## src/rtl/sync_fifo_pkg.sv

```systemverilog
// Shared types and defaults for the sync_fifo read-side blocks.
// DATA_WIDTH default is 8.
package sync_fifo_pkg;

    typedef enum logic [1:0] {
        ST_IDLE = 2'd0,
        ST_READ = 2'd1,
        ST_DONE = 2'd2
    } rd_state_t;

    localparam int DEF_DATA_WIDTH     = 8;
    localparam int DEF_LEN_WIDTH      = 8;
    localparam int DEF_TIMEOUT_CYCLES = 64;

endpackage : sync_fifo_pkg

```

## src/rtl/sync_fifo_burst_reader.sv

```systemverilog
// Burst read master for sync_fifo: pops a commanded number of words, strobing each downstream.
// Optional stall abort is enabled with the SYNC_FIFO_RD_TIMEOUT_EN macro.
module sync_fifo_burst_reader
    import sync_fifo_pkg::*;
#(
    parameter int DATA_WIDTH = DEF_DATA_WIDTH,
    parameter int LEN_WIDTH  = DEF_LEN_WIDTH
`ifdef SYNC_FIFO_RD_TIMEOUT_EN
    ,
    parameter int TIMEOUT_CYCLES = DEF_TIMEOUT_CYCLES
`endif
) (
    input  logic                  i_clk,
    input  logic                  i_rst,
    input  logic                  i_start,
    input  logic [LEN_WIDTH-1:0]  i_burst_len,
    input  logic                  i_valid_m,
    input  logic [DATA_WIDTH-1:0] i_datain,
    output logic                  o_ready_m,
    output logic                  o_busy,
    output logic                  o_data_en,
    output logic [DATA_WIDTH-1:0] o_dataout,
    output logic [LEN_WIDTH-1:0]  o_word_cnt,
    output logic [DATA_WIDTH-1:0] o_checksum,
    output logic                  o_done,
    output logic                  o_timeout
);

    localparam logic [LEN_WIDTH-1:0] LEN_ONE = LEN_WIDTH'(1);

    rd_state_t             state_q;
    rd_state_t             state_d;
    logic [LEN_WIDTH-1:0]  len_q;
    logic [LEN_WIDTH-1:0]  word_cnt_inc;
    logic                  start_ok;
    logic                  xfer;
    logic                  last_word;
    logic                  stall_expired;

    assign start_ok     = (state_q == ST_IDLE) && i_start;
    assign xfer         = i_valid_m && o_ready_m;
    assign word_cnt_inc = o_word_cnt + LEN_ONE;
    assign last_word    = (word_cnt_inc == len_q);

    // NOTE: every clocked process uses non-blocking assignments so all state
    // updates see the pre-edge values, independent of process ordering.
    always_ff @(posedge i_clk) begin
        if (i_rst) begin
            state_q <= ST_IDLE;
        end else begin
            state_q <= state_d;
        end
    end

    // NOTE: each combinational process assigns defaults first so no path
    // leaves an output unassigned and infers a latch.
    always_comb begin
        state_d = state_q;
        case (state_q)
            ST_IDLE: begin
                if (i_start) begin
                    state_d = (i_burst_len == '0) ? ST_DONE : ST_READ;
                end
            end
            ST_READ: begin
                if ((xfer && last_word) || stall_expired) begin
                    state_d = ST_DONE;
                end
            end
            ST_DONE: state_d = ST_IDLE;
            default: state_d = ST_IDLE;
        endcase
    end

    // Handshake and status decode from the state register only.
    always_comb begin
        o_ready_m = 1'b0;
        o_busy    = 1'b0;
        o_done    = 1'b0;
        case (state_q)
            ST_READ: begin
                o_ready_m = 1'b1;
                o_busy    = 1'b1;
            end
            ST_DONE: begin
                o_busy = 1'b1;
                o_done = 1'b1;
            end
            default: ;
        endcase
    end

    // Count and checksum are cleared by an accepted start and then hold past done.
    always_ff @(posedge i_clk) begin
        if (i_rst) begin
            len_q      <= '0;
            o_data_en  <= 1'b0;
            o_dataout  <= '0;
            o_word_cnt <= '0;
            o_checksum <= '0;
        end else begin
            o_data_en <= 1'b0;
            if (start_ok) begin
                len_q      <= i_burst_len;
                o_word_cnt <= '0;
                o_checksum <= '0;
            end
            if (xfer) begin
                o_dataout  <= i_datain;
                o_data_en  <= 1'b1;
                o_word_cnt <= word_cnt_inc;
                o_checksum <= o_checksum + i_datain;
            end
        end
    end

`ifdef SYNC_FIFO_RD_TIMEOUT_EN
    localparam int STALL_W = (TIMEOUT_CYCLES > 1) ? $clog2(TIMEOUT_CYCLES) : 1;
    localparam logic [STALL_W-1:0] STALL_ONE  = STALL_W'(1);
    localparam logic [STALL_W-1:0] STALL_LAST = STALL_W'(TIMEOUT_CYCLES - 1);

    logic [STALL_W-1:0] stall_cnt;
    logic               timeout_q;

    // Counts consecutive READ cycles without a transfer; the last one forces DONE.
    assign stall_expired = (state_q == ST_READ) && !xfer && (stall_cnt == STALL_LAST);
    assign o_timeout     = timeout_q;

    always_ff @(posedge i_clk) begin
        if (i_rst) begin
            stall_cnt <= '0;
            timeout_q <= 1'b0;
        end else begin
            timeout_q <= stall_expired;
            if ((state_q != ST_READ) || xfer) begin
                stall_cnt <= '0;
            end else begin
                stall_cnt <= stall_cnt + STALL_ONE;
            end
        end
    end
`else
    assign stall_expired = 1'b0;
    assign o_timeout     = 1'b0;
`endif

endmodule : sync_fifo_burst_reader

```

## config.mk

```make
export PLATFORM = sky130hd
export DESIGN_NAME = sync_fifo_burst_reader
export DESIGN_NICKNAME = d
export VERILOG_FILES = /design/src/rtl/sync_fifo_pkg.sv /design/src/rtl/sync_fifo_burst_reader.sv
export SDC_FILE = /design/constraint.sdc
export NUM_CORES = 1
export LEC_CHECK = 0
export CAP_MARGIN = 10
export CORE_UTILIZATION = 44
export CTS_CLUSTER_DIAMETER = 40
export CTS_CLUSTER_SIZE = 14
export DETAILED_ROUTE_END_ITERATION = 7
export GPL_TIMING_DRIVEN = 0
export PLACE_DENSITY = 0.76
export SLEW_MARGIN = 15
export SYNTH_ARGS = -nofsm -noshare
export SYNTH_HDL_FRONTEND = slang
export SYNTH_SLANG_ARGS = --single-unit
```

## constraint.sdc

```tcl
create_clock -name i_clk -period 1.93 [get_ports i_clk]
set_input_delay 0.386 -clock i_clk [delete_from_list [all_inputs] [get_ports i_clk]]
set_output_delay 0.386 -clock i_clk [all_outputs]
set_load 0.02 [all_outputs]
```

==> impl_metrics.toml <==
[status]
outcome = "finished, violations left"
violations = "negative setup slack"

[synthesis]
syn_area_mm2 = 0.00188
syn_nets = 256
avgSynthCellArea_um2 = 8.41
yosys.area_share.adder_pct = 8.37
synthArstFlopShare_pct = 0
synth_cell_types = 40
synthTopCellsByArea = "dfxtp_1 (37%), nand2_1 (8.8%), a21oi_1 (7.7%)"
synth_xor_area_share_pct = 7.24
yosys.area.top_type_share_pct = 37.2
synth_most_common_cell = "nand2_1"
synth_top_family_by_area = "simple AND/OR/NAND/NOR gates"
yosysSeqAreaShare_pct = 37.2
synth_top_flop_cell = "dfxtp_1"
syn-instance-count = 224
yosys.area_share.simple_pct = 20.7
ys_warn_count = 0
yosys-mux-area-fraction_pct = 0.797
synth_commonest_cells = "nand2_1 (44), dfxtp_1 (35), a21oi_1 (29), nor2_1 (16), ha_1 (11)"
ys_seq_elements = 35
synth_compound_area_share_pct = 20.1
synth_top_area_cell = "dfxtp_1"
synth-edff-count = 0

[timing]
finalCritPeriodShare_pct = 100
period_minus_slack_ps = 1940
clock.fmax_mhz = 516
hold_violations = 0
maxSlewViolCount = 0
relSlewSlack_pct = 62.7
finalClockSkew_ps = 8.06
setup_viol = 1
fin_tns_setup_ps = -6.72
tightest_slew_ps = 559
worst_slack_ps = -6.72
rsz0062_at_grt = "true"
fin_hold_ws_ps = 322

[global_routing]
grt_pass1_wl_um = 7380
overflow = 0
track_usage_pct = 22.2
grt_max_degree = 12
antenna_found_initial = 0
grt_pass1_vias = 1608

[critical_path]
crit_type = "in2reg"
cp-start-kind = "input pin"
cpPeakStageDelay_ps = 500
ff2ff_path_depth = 7
crit_chain = "clkdlybuf4s50_1, ha_1, nor3_1, nor2_1, and3_1, or4b_1, nand3_1"
end_kind = "register"
worstPathArrival_ps = 2170
cp_slowest_cell = "or4b_1"
required_ps = 2170
crit_fanout = 3

[place]
globalplace.congestion = 0.858
portBuffers = 46
dpl.hpwl_um = 3210

[power]
seqPwrFrac_pct = 36.9
p_int_w = 0.00157
clkPwrFrac_pct = 35.7
p_comb_share_pct = 27.4
switching_share_pct = 29.4
p_sw_w = 0.000653
power_density_mw_per_mm2 = 816
ir_drop_mv = 0.429
p_leak_nw = 1.08

[floorplan]
start_util_pct = 46.4
num_rows = 23
die_w_um = 67.4
core_area_mm2 = 0.00406
io_pins = 49
design.die.area_mm2 = 0.00455
die_height_um = 67.4

[hold_path]
hold_path_class = "in2reg"
hold_depth = 2

[flow_run]
maxCapViolCount = 0

[drt]
vias = 1797
wl_met1_um = 2220
wire_per_inst_um = 14.2
avgViaCountPerCell = 5.35
firstDrtPassIters = 4
drtIter0Drc = 113
met2_length_um = 2250
met3RoutedLength_um = 249
route.detailed.drc = 0
top_layer_used = "met4"
antenna_left = 0
routed_wl_um = 4770

[layout]
diodes = 0
drive_above_1_share_pct = 17.1
fin_nets = 317
syn2layout_area_growth_pct = 44.7

[cts]
clock_sinks = 35
clk_pin_slew_ps = 80
cts_tree = "done"
root_buffer = "clkbuf_8"
clk_path_buf_depth = 2
htreeDepth = 2
clk_latency_ps = 290
cts_inserted_buffers = 5
registers in the layout, summed over array words and instances (netlist names):
register / flops
o_data_en: 1
o_checksum: 8
o_dataout: 8
o_word_cnt: 8
len_q: 8
state_q: 2
critical path, delay by kind of cell:
| family | cells | cell delay (ps) |
|---|---|---|
| AND/OR/NAND/NOR | 5 | 1030 |
| buffers and inverters | 1 | 420 |
| adder cells (fa/ha/maj) | 1 | 330 |
timing repair:
action                     CTS  global route
resized for setup           14            23
setup endpoints to repair   14            12
setup buffers                2             6
hold buffers                 0             0
pin swaps                    5            13
path summary, 6_finish.rpt:
check        slack, ps     startpoint            end
max reg2reg          0  o_checksum[1]  o_checksum[7]
min                320          i_rst       len_q[0]
max                 -7    i_datain[5]  o_checksum[7]
min reg2reg        460   o_dataout[4]   o_dataout[4]
metal layers:
layer  global-route usage, %  vias up
met4                    7.18        0
met3                    6.76        4
met2                    34.5       42
met1                    29.1      840
met5                       0        -
li1                        -      911
cells by family (layout without fill, tap and decap cells):
logic type | after synthesis | count (layout)
AO/OA/AOI/OAI | 59 | 59
XOR/XNOR | 14 | 14
adder cells (fa/ha/maj) | 12 | 12
buffers and inverters | 18 | 80
flip-flops | 35 | 35
multiplexers | 1 | 1
other | 1 | 1
AND/OR/NAND/NOR | 84 | 84
cells in the final DEF (no fill, tap or decap), types with 2 or more instances in the layout:
cell type,instances
nand2_1,43
clkdlybuf4s50_1,39
dfxtp_1,29
a21oi_1,27
nor2_1,15
a22o_1,9
xnor2_1,9
buf_4,9
inv_1,6
clkbuf_1,6
o21ai_0,5
ha_4,5
ha_1,5
clkbuf_8,5
buf_6,4
nand3_1,4
nor3_1,4
xor2_1,4
dlygate4sd2_1,4
nor4_1,3
a21o_1,3
a211o_1,3
o211ai_1,3
dfxtp_4,3
dfxtp_2,3
and4_4,2
and3_4,2
nand4_1,2
clkbuf_2,2
bufinv_16,2
dlymetal6s2s_1,2
through the flow:
step                instance area, um2  std cells  worst slack (ps)  power [W]  util, %
CTS                               2610        330              3.59    0.00217     64.4
detailed placement                2420        320              -572    0.00137     59.5
floorplan                         1890        224              15.7    0.00118        -
finish                            2730        336             -6.72    0.00222     67.2
global placement                  2420        320              -551    0.00136     59.5
global route                      2730        336              -119    0.00233     67.2
layout make-up:
| cell class | count | area (um2) |
|---|---|---|
| sequential | 35 | 716 |
| multi-input combinational | 171 | 1200 |
| clock inverter | 2 | 60.1 |
| timing repair buffer | 54 | 515 |
| inverter | 7 | 26.3 |
| fill | 322 | 1330 |
| buffer | 11 | 76.3 |
| tap | 50 | 62.6 |
| clock buffer | 6 | 72.6 |
power by group through the flow:
stage          logic, W  registers, W  clock network (W)
2_1_floorplan  0.000317      0.000858                  0
3_3_place_gp   0.000531      0.000834                  0
3_5_place_dp   0.000538      0.000835                  0
4_1_cts        0.000551      0.000821           0.000802
5_1_grt        0.000665      0.000829           0.000836
6_report       0.000609      0.000822           0.000795
No activity file was read; power rests on OpenSTA's default activity.
